`config.mk`:
```
export PLATFORM = sky130hd
export DESIGN_NAME = seg_number_formatter
export DESIGN_NICKNAME = d
export VERILOG_FILES = /design/src/rtl/seg_number_formatter_pkg.sv /design/src/rtl/seg_number_formatter_digit_encoder.sv /design/src/rtl/seg_number_formatter.sv
export SDC_FILE = /design/constraint.sdc
export NUM_CORES = 1
export LEC_CHECK = 0
export CAP_MARGIN = 20
export CORE_MARGIN = 3
export CORE_UTILIZATION = 51
export DETAILED_ROUTE_END_ITERATION = 8
export PLACE_DENSITY = 0.79
export SLEW_MARGIN = 30
export SYNTH_ARGS = -nofsm -noshare
export SYNTH_HDL_FRONTEND = slang
export SYNTH_SLANG_ARGS = --single-unit
```
`constraint.sdc`:
```
create_clock -name clk -period 2.2 [get_ports clk]
set_input_delay 0.22 -clock clk [delete_from_list [all_inputs] [get_ports clk]]
set_output_delay 0.22 -clock clk [all_outputs]
set_load 0.01 [all_outputs]
```
`src/rtl/seg_number_formatter_pkg.sv`:
```
// Shared constants for the segment number formatter: active-low segment
// patterns, the decimal limit of eight digits and the FSM state encoding.
package seg_number_formatter_pkg;

  typedef enum logic [1:0] {IDLE, SHIFT, ENCODE} state_t;

  // Patterns are active-low, bit0 = a ... bit6 = g, bit7 = dp.
  localparam logic [9:0][7:0] SEG_DIGIT = {
    8'h90, 8'h80, 8'hF8, 8'h82, 8'h92, 8'h99, 8'hB0, 8'hA4, 8'hF9, 8'hC0
  };
  localparam logic [7:0]  SEG_BLANK  = 8'hFF;
  localparam logic [7:0]  SEG_MINUS  = 8'hBF;
  localparam int          SEG_DP_BIT = 7;
  localparam logic [31:0] MAX_DEC    = 32'd99_999_999;

  function automatic logic [7:0] seg_of_digit(input logic [3:0] d);
    case (d)
      4'd0:    return SEG_DIGIT[0];
      4'd1:    return SEG_DIGIT[1];
      4'd2:    return SEG_DIGIT[2];
      4'd3:    return SEG_DIGIT[3];
      4'd4:    return SEG_DIGIT[4];
      4'd5:    return SEG_DIGIT[5];
      4'd6:    return SEG_DIGIT[6];
      4'd7:    return SEG_DIGIT[7];
      4'd8:    return SEG_DIGIT[8];
      4'd9:    return SEG_DIGIT[9];
      default: return SEG_BLANK;
    endcase
  endfunction

endpackage

```
`src/rtl/seg_number_formatter_digit_encoder.sv`:
```
// One BCD digit to an active-low segment pattern; the decimal point is applied
// after blanking so a blanked position can still show its dot.
module seg_digit_encoder
  import seg_number_formatter_pkg::*;
(
  input  logic [3:0] bcd,
  input  logic       blank,
  input  logic       dp,
  output logic [7:0] seg
);

  always_comb begin
    seg = blank ? SEG_BLANK : seg_of_digit(bcd);
    if (dp) seg[SEG_DP_BIT] = 1'b0;
  end

endmodule

```
`src/rtl/seg_number_formatter.sv`:
```
// Iterative binary-to-BCD (double-dabble, one bit per clock) feeding eight
// segment encoders; the display registers only change when a conversion ends.
module seg_number_formatter
  import seg_number_formatter_pkg::*;
#(
  parameter int WIDTH = 27
) (
  input  logic             clk,
  input  logic             rst,
  input  logic             start,
  input  logic [WIDTH-1:0] value,
  input  logic             blank_lz,
  input  logic [7:0]       dp,
  output logic             busy,
  output logic             done,
  output logic             ovf,
  output logic [7:0]       o0,
  output logic [7:0]       o1,
  output logic [7:0]       o2,
  output logic [7:0]       o3,
  output logic [7:0]       o4,
  output logic [7:0]       o5,
  output logic [7:0]       o6,
  output logic [7:0]       o7
);

  state_t             state;
  logic [4:0]         cnt;
  logic [WIDTH-1:0]   bin_p1;
  logic [31:0]        bcd_p1;
  logic [7:0]         dp_p0;
  logic               blank_p0;
  logic               ovf_p0;
  logic [7:0]         blank_dig;
  logic               lead_zero;
  logic [7:0]         pat  [8];
  logic [7:0]         disp [8];

  function automatic logic [31:0] dabble_adj(input logic [31:0] b);
    logic [31:0] r;
    for (int n = 0; n < 8; n++) begin
      r[n*4 +: 4] = (b[n*4 +: 4] >= 4'd5) ? b[n*4 +: 4] + 4'd3 : b[n*4 +: 4];
    end
    return r;
  endfunction

  // Stage p0: capture request attributes on the accepting edge
  // Stage p1: shift-add-3 datapath, one input bit per clock
  always_ff @(posedge clk) begin
    if (state == IDLE && start) begin
      bin_p1   <= value;
      bcd_p1   <= '0;
      dp_p0    <= dp;
      blank_p0 <= blank_lz;
      ovf_p0   <= (32'(value) > MAX_DEC);
    end else if (state == SHIFT) begin
      {bcd_p1, bin_p1} <= {dabble_adj(bcd_p1), bin_p1} << 1;
    end
  end

  // Digit index 0 is the leftmost display position (BCD nibble 7).
  always_comb begin
    lead_zero = blank_p0;
    blank_dig = '0;
    for (int i = 0; i < 8; i++) begin
      if (bcd_p1[(7-i)*4 +: 4] != 4'd0) lead_zero = 1'b0;
      blank_dig[i] = lead_zero && (i != 7);
    end
  end

  for (genvar g = 0; g < 8; g++) begin : g_enc
    seg_digit_encoder u_enc (
      .bcd   (bcd_p1[(7-g)*4 +: 4]),
      .blank (blank_dig[g]),
      .dp    (dp_p0[7-g]),
      .seg   (pat[g])
    );
  end

  // Stage p2: control FSM and registered display outputs
  always_ff @(posedge clk) begin
    if (rst) begin
      state <= IDLE;
      cnt   <= '0;
      busy  <= 1'b0;
      done  <= 1'b0;
      ovf   <= 1'b0;
      for (int i = 0; i < 8; i++) disp[i] <= SEG_BLANK;
    end else begin
      done <= 1'b0;
      case (state)
        IDLE: begin
          if (start) begin
            cnt   <= 5'(WIDTH);
            busy  <= 1'b1;
            state <= SHIFT;
          end
        end
        SHIFT: begin
          cnt <= cnt - 5'd1;
          if (cnt == 5'd1) state <= ENCODE;
        end
        ENCODE: begin
          for (int i = 0; i < 8; i++) disp[i] <= ovf_p0 ? SEG_MINUS : pat[i];
          ovf   <= ovf_p0;
          done  <= 1'b1;
          busy  <= 1'b0;
          state <= IDLE;
        end
        default: state <= IDLE;
      endcase
    end
  end

  assign o0 = disp[0];
  assign o1 = disp[1];
  assign o2 = disp[2];
  assign o3 = disp[3];
  assign o4 = disp[4];
  assign o5 = disp[5];
  assign o6 = disp[6];
  assign o7 = disp[7];

endmodule

```
==> results of run 1 <==
## cell type report
class | instances | area, µm² | share of cell area
well taps | 229 | 287 | 0.0215
clock inverters | 15 | 206 | 0.0155
repair buffers | 295 | 2560 | 0.192
flip-flops and latches | 199 | 5010 | 0.375
clock buffers | 17 | 425 | 0.0319
inverters | 67 | 269 | 0.0201
multi-input cells | 573 | 4590 | 0.343
repair inverters | 1 | 6.26 | 0.000468
## layout by cell type (no fill, tap or decap), types with 16 or more instances in the layout
cell | netlist | final
clkbuf_16 | 0 | 17
inv_2 | 5 | 21
o21ai_0 | 17 | 16
a221o_1 | 16 | 16
nor2_1 | 49 | 45
nand2_1 | 109 | 108
a21oi_1 | 34 | 31
a21o_1 | 16 | 16
clkdlybuf4s50_1 | 0 | 105
edfxtp_1 | 101 | 101
buf_4 | 6 | 181
inv_1 | 59 | 41
ha_1 | 65 | 51
and2_1 | 16 | 16
or3_1 | 24 | 24
dfxtp_1 | 98 | 87
or2_2 | 18 | 18
## cells by family after synthesis
family | after synthesis | share of synthesized area
adders and majority gates | 65 | 0.0843
AOI/OAI and AO/OA | 206 | 0.186
muxes | 8 | 0.00830
buffers and inverters | 105 | 0.0470
and+or+nand+nor | 293 | 0.157
DFF | 199 | 0.518
## timing repair
action,4_1_cts,5_1_grt
pin swaps,8,35
gates resized for setup,21,82
gates cloned,1,1
setup endpoints to repair,26,58
setup buffers,4,27
## worst max-delay path, stage by stage (launching register included)
cell      delay [ns]
dfxtp_1         0.36
inv_2           0.11
ha_2            0.23
nand2b_4        0.09
a21o_1          0.22
a221o_1         0.35
buf_4           0.15
ha_1            0.32
o31a_1          0.32
## worst max path at each step
stage / from / end / slack, ns / cells past startpoint
floorplan: bcd_p1[25]$_SDFFE_PN0N_ / flop / 0.0008 / 10
global placement: start / flop / -0.34 / 8
detailed placement: start / flop / -0.41 / 8
CTS: state[1]$_SDFFE_PP0P_ / flop / 0.0004 / 10
global route: bcd_p1[28]$_SDFFE_PN0N_ / flop / -0.10 / 8
finish: bcd_p1[28]$_SDFFE_PN0N_ / flop / -0.05 / 8
## power groups by stage
stage          clock [µW]  combinational [µW]  sequential [µW]
2_1_floorplan           0                 583             4310
3_3_place_gp            0                1060             4300
3_5_place_dp            0                1090             4300
4_1_cts              3380                1120             4220
5_1_grt              3560                1370             4250
6_report             3360                1270             4230
## per-layer routing
metal | vias to the layer above | routed length [µm] | share of wire | track usage
met5 | - | 0 | 0 | 0
met4 | 0 | 462 | 0.019 | 0.0763
met3 | 51 | 1520 | 0.062 | 0.0509
met2 | 318 | 12000 | 0.49 | 0.372
met1 | 3832 | 10500 | 0.43 | 0.294
li1 | 3748 | - | - | -
## metrics by stage
stage / setup WS, ns / std cells / utilization / setup TNS (ns)
finish: -0.0530 / 1396 / 0.731 / -0.0530
CTS: 0.000372 / 1368 / 0.703 / 0
floorplan: 0.000768 / 876 / - / 0
global placement: -0.344 / 1331 / 0.661 / -10.85
detailed placement: -0.412 / 1331 / 0.661 / -13.29
global route: -0.102 / 1396 / 0.731 / -0.748
==> summary.md, run 1 <==
| Metric | Value |
|---|---|
| Outcome | `finished, violations left` |
| Failing checks | `negative setup slack` |
| RSZ-0062 raised after global routing | `true` |
| Clk buf depth | `2` |
| Cell count of the worst hold path | `1` |
| Worst Setup Slack, final | `-0.0530 ns` |
| Worst-Margin Slew | `0.636 ns` |
| Post-synth net total | `980` |
| Endpoint class of the critical path | `flop` |
| # setup viols final | `1` |
| Fill cell count | `1189` |
| Sequential share of power | `0.478` |
| Period minus WS final | `2.25 ns` |
| DRT iter0 DRCs | `587` |
| Port bufs | `105` |
| Routed wire length | `24.5 mm` |
| Portion of total power attributed to the clock network | `0.379` |
| Initial core utilization | `0.528` |
| Peak supply drop | `0.000587 V` |
| Number of synthesized register bits | `199` |
| Area Overhead vs Synth | `38.5%` |
| YS warnings | `0` |
| Slew Viols, Final | `0` |
| Root Buffer | `clkbuf_16` |
| Switching share of power | `0.256` |
| Period utilization | `1.02` |
| Synth top area share | `0.314` |
| CP startpoint kind | `flop` |
| DP Wirelength | `15.6 mm` |
| Hold_sp | `dp[5]` |
| Mapped Cells | `876` |
| H-Tree Depth | `4` |
| CTS sink count | `199` |
| Fin. Hold Viols | `0` |
| Area after DPL | `12100 µm²` |
| Pin count of the biggest net entering global routing | `46` |
| Maxcap violations | `0` |
| Hold_ws | `0.331 ns` |
| Clk Latency, worst-skew pair | `0.44 ns` |
| Worst Hold Endpoint | `dp_p0[5]$_DFFE_PN_` |
| Relative slew slack | `0.576` |
| Inserted Clock Buffers | `17` |
| Remaining global-route overflow | `0` |
| ANT cells | `0` |
| Cell Int Power | `6580 µW` |
| Count of cell types in the netlist | `61` |
| DR WL/cell | `17.5 µm` |
| Post-synthesis sequential area ratio | `0.518` |
| Post-synth top cells | `nand2_1, edfxtp_1, dfxtp_1` |
| Via count | `7949` |
| Reg2Reg Depth | `8` |
| Top-Level Pins | `106` |
| Clock-pin transition on the worst setup and hold timing paths | `0.08 ns` |
| Worst Path Required | `2.53 ns` |
| Final Wtd Congestion | `0.912` |
| Largest cells by area after synthesis | `edfxtp_1, dfxtp_1, ha_1, nand2_1, inv_1` |
| FF-to-FF Start | `bcd_p1[28]$_SDFFE_PN0N_` |
| Fmax | `444 MHz` |
| Global-route wire length before repair | `37.1 mm` |
| Worst reg-to-reg setup slack | `-0.05 ns` |
| CP arrival | `2.58 ns` |
| CTS tree | `yes` |
| Worst Hold Class | `primary input to flop` |
| Count leader, synth | `nand2_1` |
| PD cells | `663 nW/µm²` |
| Leakage Power | `0.00535 µW` |
| Post-synth EDFFs | `101` |
| Worst clock skew | `0.00922 ns` |
| Final antenna-violating net count | `0` |
| Post-Syn Area | `9640 µm²` |
| Crit path max fanout | `4` |
| PnR Total Power | `8850 µW` |
| Area leader, netlist | `edfxtp_1` |
| Vias per inst | `5.69` |
| Crit path kind | `flop to flop` |
| Syn_area_per_cell | `11.0 µm²` |
| Fin area | `13400 µm²` |
| Share of cells above drive strength 1 | `0.309` |
| Core area | `18300 µm²` |
| Die height | `144 µm` |
| Initial antenna violation count | `1` |
| Die area | `20600 µm²` |
| Main synth FF type | `edfxtp_1` |
| # DRC | `0` |
| P_sw | `2270 µW` |
| Combinational share of power | `0.144` |
| Vias in the first global route | `7667` |
| Drt first pass iters | `6` |
| Hold buffers post-CTS | `0` |
| Rows | `49` |
| Die W | `144 µm` |
| Nets | `1258` |
| Ys async rst share | `0` |
| GRT Overall Usage | `0.225` |
Power figures use the tool's default switching activity.
==> inputs of run 2 (changes only) <==
--- a/config.mk
+++ b/config.mk
@@ -5,8 +5,9 @@
 export SDC_FILE = /design/constraint.sdc
 export NUM_CORES = 1
 export LEC_CHECK = 0
+export ABC_AREA = 1
 export CAP_MARGIN = 20
-export CORE_MARGIN = 3
+export CORE_MARGIN = 2
 export CORE_UTILIZATION = 51
 export DETAILED_ROUTE_END_ITERATION = 8
 export PLACE_DENSITY = 0.79
==> summary.md, run 2 <==
| Metric | Value |
|---|---|
| Outcome | `complete, no violations` |
| Sequential cell area | `5000 µm² (-0.30%)` |
| Die W | `139 µm (-3.1%)` |
| Core area | `17900 µm² (-2.0%)` |
| Main synth FF type | `edfxtp_1` |
| H-Tree Depth | `4 (unchanged)` |
| Crit path kind | `flop to flop` |
| Routed wire length | `17.4 mm (-29%)` |
| RSZ-0062 raised after global routing | `false` |
| Global-route wire length before repair | `29.2 mm (-21%)` |
| Rows | `49 (unchanged)` |
| DP Wirelength | `12.6 mm (-20%)` |
| Period utilization | `0.948 (-0.0765)` |
| Via count | `7005 (-12%)` |
| Post-synth top cells | `nand2_1, inv_1, nand3_1` |
| Post-synthesis sequential area ratio | `0.537 (+0.0189)` |
| Number of synthesized register bits | `199 (unchanged)` |
| Vias per inst | `4.90 (-14%)` |
| Clk Latency, worst-skew pair | `0.44 ns (about the same)` |
| Hold buffers post-CTS | `0 (unchanged)` |
| Final Wtd Congestion | `0.887 (-2.8%)` |
| Endpoint class of the critical path | `flop` |
| Maxcap violations | `0 (unchanged)` |
| Pin count of the biggest net entering global routing | `51 (+11%)` |
| Slowest cell on crit path | `dfxtp_1` |
| Max incr delay on CP | `0.38 ns (+0.02 ns)` |
| PD cells | `807 nW/µm² (+22%)` |
| Fin. Hold Viols | `0 (unchanged)` |
| Area leader, netlist | `edfxtp_1` |
| Commonest cells after routing, fill and taps aside | `nand2_1, inv_1, nand3_1` |
| Fin area | `11500 µm² (-14%)` |
| Switching share of power | `0.276 (+0.0197)` |
| Portion of total power attributed to the clock network | `0.325 (-0.054)` |
| # setup viols final | `0 (-1)` |
| Clock-pin transition on the worst setup and hold timing paths | `0.07 ns (about the same)` |
| Slew Viols, Final | `0 (unchanged)` |
| Share of cells above drive strength 1 | `0.108 (-0.201)` |
| Count of cell types in the netlist | `34 (-44%)` |
| # DRC | `0 (unchanged)` |
| Root Buffer | `clkbuf_16` |
| Post-synth net total | `1147 (+17%)` |
| Largest cells by area after synthesis | `edfxtp_1, dfxtp_1, nand2_1, ha_1, nand3_1` |
| Worst Hold Class | `primary input to flop` |
| CP arrival | `2.41 ns (-0.17 ns)` |
| Clk buf depth | `2 (unchanged)` |
| Area after DPL | `10900 µm² (-9.9%)` |
| Combinational share of power | `0.187 (+0.043)` |
| Inserted Clock Buffers | `17 (unchanged)` |
| Area of the multi-input gates | `3650 µm² (-20%)` |
| Final antenna-violating net count | `0 (unchanged)` |
| Cell Int Power | `6710 µW (+1.8%)` |
| Crit path max fanout | `4 (unchanged)` |
| Drt first pass iters | `5 (-1)` |
| Mapped Cells | `1043 (+19%)` |
| Period minus WS final | `2.08 ns (-0.168 ns)` |
| CP startpoint kind | `flop` |
| CP most frequent cell | `nand2_1` |
| GRT Overall Usage | `0.185 (-0.0401)` |
| Leakage Power | `0.00519 µW (-2.9%)` |
| Worst Path Required | `2.52 ns (about the same)` |
| Total Neg Setup Slack | `0 ns (+0.0530 ns)` |
| DR WL/cell | `12.2 µm (-30%)` |
| Ys async rst share | `0 (unchanged)` |
| Postcts setup bufs | `0 (-4)` |
| Die area | `19300 µm² (-6.1%)` |
| YS warnings | `0 (unchanged)` |
| Die height | `139 µm (-3.1%)` |
| Worst clock skew | `0.00877 ns (-0.000451 ns)` |
| Worst-Margin Slew | `0.519 ns (-0.117 ns)` |
| Count leader, synth | `nand2_1` |
| Top-Level Pins | `106 (unchanged)` |
| Most common cell after layout, fill and taps aside | `nand2_1` |
| Initial core utilization | `0.520 (-0.00816)` |
| Peak supply drop | `0.000634 V (+8.0%)` |
| Synth top area share | `0.326 (+0.0115)` |
| ANT cells | `0 (unchanged)` |
| Post-synth EDFFs | `101 (unchanged)` |
| Nets | `1291 (+2.6%)` |
| Post-Syn Area | `9300 µm² (-3.5%)` |
| Vias in the first global route | `6391 (-17%)` |
| CTS sink count | `199 (unchanged)` |
| CTS tree | `yes` |
| Fill cell count | `1461 (+23%)` |
| Fmax | `480 MHz (+8.1%)` |
| Area Overhead vs Synth | `23.4%` |
| Relative slew slack | `0.650 (+0.0740)` |
| Worst-path cell chain | `inv_1, ha_1, nand2_1, nand2_1, nand3_1, nand2_1, a21oi_4, inv_1, ha_1, nand3b_1, nand3_1, nand2_1` |
| Remaining global-route overflow | `0 (unchanged)` |
| Port bufs | `105 (unchanged)` |
| Syn_area_per_cell | `8.92 µm² (-19%)` |
| Sequential share of power | `0.487 (+0.009)` |
| P_sw | `2560 µW (+13%)` |
| Initial antenna violation count | `0 (-1)` |
| DRT iter0 DRCs | `549 (-6.5%)` |
run 2: path summary, 6_finish.rpt:
check,depth (start not counted),start,slack [ns],end
worst max-delay path,12,bcd_p1[20]$_SDFFE_PN0N_,0.12,flop
worst min-delay path,1,dp[0],0.34,dp_p0[0]$_DFFE_PN_
worst max register to register,12,bcd_p1[20]$_SDFFE_PN0N_,0.12,flop
worst min register to register,1,cnt[3]$_SDFFE_PP0P_,0.47,cnt[3]$_SDFFE_PP0P_
run 2: power by group through the flow:
stage	registers [µW]	clock network [µW]	logic, µW
after global placement	4590	0	1640
after CTS	4510	3060	1720
after detailed placement	4590	0	1700
after floorplan	4570	0	1160
final	4510	3010	1730
after global routing	4560	3200	1980
run 2: cell type report:
type,instances,area share
repair buffers,143,0.122
multi-input cells,673,0.318
clock inverters,10,0.00828
flip-flops and latches,199,0.435
inverters,153,0.0503
well taps,229,0.0250
clock buffers,22,0.0414
run 2: what timing repair did:
action                     4_1_cts  5_1_grt
resized for setup                1        8
pin swaps                        0        0
setup endpoints to repair        1       12
run 2: critical path, delay by kind of cell (launching register included):
kind,cells,cell delay (ns)
flip-flops,1,0.38
AO/OA/AOI/OAI,1,0.20
adder cells (fa/ha/maj),2,0.46
AND/OR/NAND/NOR,7,0.71
buffers and inverters,2,0.21
run 2: kinds of logic (layout without fill, tap and decap cells):
| family | after synthesis | count (layout) | synth area share |
|---|---|---|---|
| AO/OA/AOI/OAI | 70 | 70 | 0.0449 |
| adder cells (fa/ha/maj) | 65 | 65 | 0.0874 |
| buffers and inverters | 171 | 328 | 0.0745 |
| flip-flops | 199 | 199 | 0.537 |
| AND/OR/NAND/NOR | 538 | 538 | 0.256 |
run 2: per-layer routing:
layer,vias to the layer above,part of all wire,global-route usage
met2,177,0.49,0.310
li1,3637,-,-
met1,3159,0.45,0.236
met4,0,0.022,0.0744
met5,-,0,0
met3,32,0.047,0.0373
run 2: per-stage QoR:
stage	instances	hold slack [ns]	setup slack (ns)	power (µW)	util
2_1_floorplan	1043	0.319	0.241	5730	-
3_3_place_gp	1397	0.442	0.106	6230	0.607
3_5_place_dp	1397	0.468	0.0609	6290	0.607
4_1_cts	1429	0.328	0.00466	9300	0.639
5_1_grt	1429	0.329	0.00136	9730	0.641
6_report	1429	0.336	0.115	9260	0.641
==> inputs of run 3 (changes only) <==
--- a/config.mk
+++ b/config.mk
@@ -6,9 +6,11 @@
 export NUM_CORES = 1
 export LEC_CHECK = 0
 export ABC_AREA = 1
-export CAP_MARGIN = 20
+export CAP_MARGIN = 15
+export CELL_PAD_IN_SITES_DETAIL_PLACEMENT = 0
+export CELL_PAD_IN_SITES_GLOBAL_PLACEMENT = 1
 export CORE_MARGIN = 2
-export CORE_UTILIZATION = 51
+export CORE_UTILIZATION = 39
 export DETAILED_ROUTE_END_ITERATION = 8
 export PLACE_DENSITY = 0.79
 export SLEW_MARGIN = 30
==> summary.md, run 3 (same netlist as run 2, synthesis figures left out) <==
| Metric | Value |
|---|---|
| Outcome | `complete, no violations` |
| Fin area | `11700 µm² (+2.0%)` |
| Hold_ws | `0.336 ns (-0.000872 ns)` |
| Nets | `1307 (+1.2%)` |
| Period minus WS final | `2.05 ns (-0.0382 ns)` |
| Crit path kind | `flop to flop` |
| GRT Overall Usage | `0.156 (-0.0293)` |
| Pin count of the biggest net entering global routing | `36 (-29%)` |
| Die height | `158 µm (+14%)` |
| Worst clock skew | `0.00937 ns (+0.000598 ns)` |
| Period utilization | `0.930 (-0.0174)` |
| Vias in the first global route | `6474 (+1.3%)` |
| Crit path max fanout | `5 (+1)` |
| CP arrival | `2.36 ns (-0.05 ns)` |
| Die area | `25100 µm² (+30%)` |
| Core area | `23500 µm² (+31%)` |
| ANT cells | `0 (unchanged)` |
| DP Wirelength | `13.5 mm (+7.4%)` |
| DRT iter0 DRCs | `390 (-29%)` |
| Leakage Power | `0.00526 µW (+1.4%)` |
| Fmax | `489 MHz (+1.9%)` |
| Area after DPL | `11100 µm² (+2.3%)` |
| Finished Core Util | `0.499 (-0.142)` |
| PnR Total Power | `9400 µW (+1.5%)` |
| Initial antenna violation count | `0 (unchanged)` |
| Worst Setup Slack, final | `0.154 ns (+0.0382 ns)` |
| Die W | `158 µm (+14%)` |
| Vias per inst | `4.55 (-7.2%)` |
| RSZ-0062 raised after global routing | `false` |
| Initial core utilization | `0.396 (-0.123)` |
| Slew Viols, Final | `0 (unchanged)` |
| Top-Level Pins | `106 (unchanged)` |
| Peak supply drop | `0.000471 V (-26%)` |
| Fill cell count | `2205 (+51%)` |
| Root Buffer | `clkbuf_16` |
| Area Overhead vs Synth | `25.9%` |
| Global-route wire length before repair | `30.6 mm (+4.7%)` |
| Clk buf depth | `2 (unchanged)` |
| DR WL/cell | `12.2 µm (+0.34%)` |
| H-Tree Depth | `4 (unchanged)` |
| Fin. Hold Viols | `0 (unchanged)` |
| Worst Path Required | `2.52 ns (about the same)` |
| Inserted Clock Buffers | `17 (unchanged)` |
| # DRC | `0 (unchanged)` |
| CTS sink count | `199 (unchanged)` |
| PD cells | `803 nW/µm² (-0.47%)` |
| Maxcap violations | `0 (unchanged)` |
| Pre-CTS WS | `-0.0119 ns (-0.0728 ns)` |
| # setup viols final | `0 (unchanged)` |
| Remaining global-route overflow | `0 (unchanged)` |
| Drt first pass iters | `4 (-1)` |
| Share of cells above drive strength 1 | `0.117 (+0.00854)` |
| Endpoint class of the critical path | `flop` |
| CTS tree | `yes` |
| CP startpoint kind | `flop` |
| Relative slew slack | `0.698 (+0.0481)` |
| Final Wtd Congestion | `0.842 (-5.0%)` |
| Port bufs | `105 (unchanged)` |
| Most common cell after layout, fill and taps aside | `nand2_1` |
| Routed wire length | `18.8 mm (+7.7%)` |
| Rows | `56 (+14%)` |
| Commonest cells after routing, fill and taps aside | `nand2_1, inv_1, nand3_1` |
| Final antenna-violating net count | `0 (unchanged)` |
| Clk Latency, worst-skew pair | `0.43 ns (about the same)` |
| Via count | `6975 (-0.43%)` |
| Worst Hold Class | `primary input to flop` |
| Clock-pin transition on the worst setup and hold timing paths | `0.07 ns (about the same)` |
| Worst-Margin Slew | `0.451 ns (-0.0683 ns)` |
## run 3: changes by cell type in the layout (fill, tap and decap cells not counted), moves of 2 or more
| cell | change |
|---|---|
| buf_4 | +15 |
| clkinv_2 | -3 |
| a21oi_2 | -2 |
| a21oi_1 | +3 |
## run 3: final timing paths
check	startpoint	to	slack, ns	cells past startpoint
max	bcd_p1[17]$_SDFFE_PN0N_	flop	0.15	12
min	dp[1]	dp_p0[1]$_DFFE_PN_	0.34	1
min reg2reg	cnt[4]$_SDFFE_PP0P_	cnt[4]$_SDFFE_PP0P_	0.47	1
max reg2reg	bcd_p1[17]$_SDFFE_PN0N_	flop	0.15	12
## run 3: report_power, final
group	internal (µW)	switching, µW	total [µW]	leakage [µW]
Clock	1740	1380	3120	0.000278
Sequential	4360	161	4520	0.00164
Combinational	714	1050	1770	0.00335
Total	6820	2590	9400	0.00526
## run 3: layout make-up
class	instances	area (µm²)	area share
flip-flops and latches	199	5000	0.427
well taps	319	399	0.0341
clock inverters	9	115	0.00983
inverters	153	577	0.0493
clock buffers	22	464	0.0396
multi-input cells	673	3630	0.310
repair buffers	159	1530	0.131
## run 3: per-stage QoR
step | std cells | TNS [ns]
6_report | 1534 | 0
5_1_grt | 1534 | 0
4_1_cts | 1534 | 0
3_5_place_dp | 1503 | -0.0119
3_3_place_gp | 1503 | 0
2_1_floorplan | 1043 | 0
## run 3: worst max-delay path, cell delays in order, from the launching register on
cell and delay, ns:
dfxtp_1 0.35, inv_1 0.10, ha_1 0.26, nand3_1 0.16
nand3_1 0.14, nand2_1 0.11, nand2_2 0.11, nor2_4 0.14
inv_1 0.08, buf_4 0.14, ha_1 0.19, nand3_1 0.08
nand3_1 0.08
## run 3: what timing repair did
item                                    4_1_cts  5_1_grt
hold buffers                                  0        0
endpoints found under the setup margin        0        5
gates resized for setup                       0        4
setup buffers                                 0        0
## run 3: metal layers
metal	GRT usage	vias to the layer above	routed length, µm
li1	-	3670	-
met3	0.0335	20	632
met2	0.271	105	9270
met5	0	-	0
met4	0.0476	0	255
met1	0.193	3180	8610
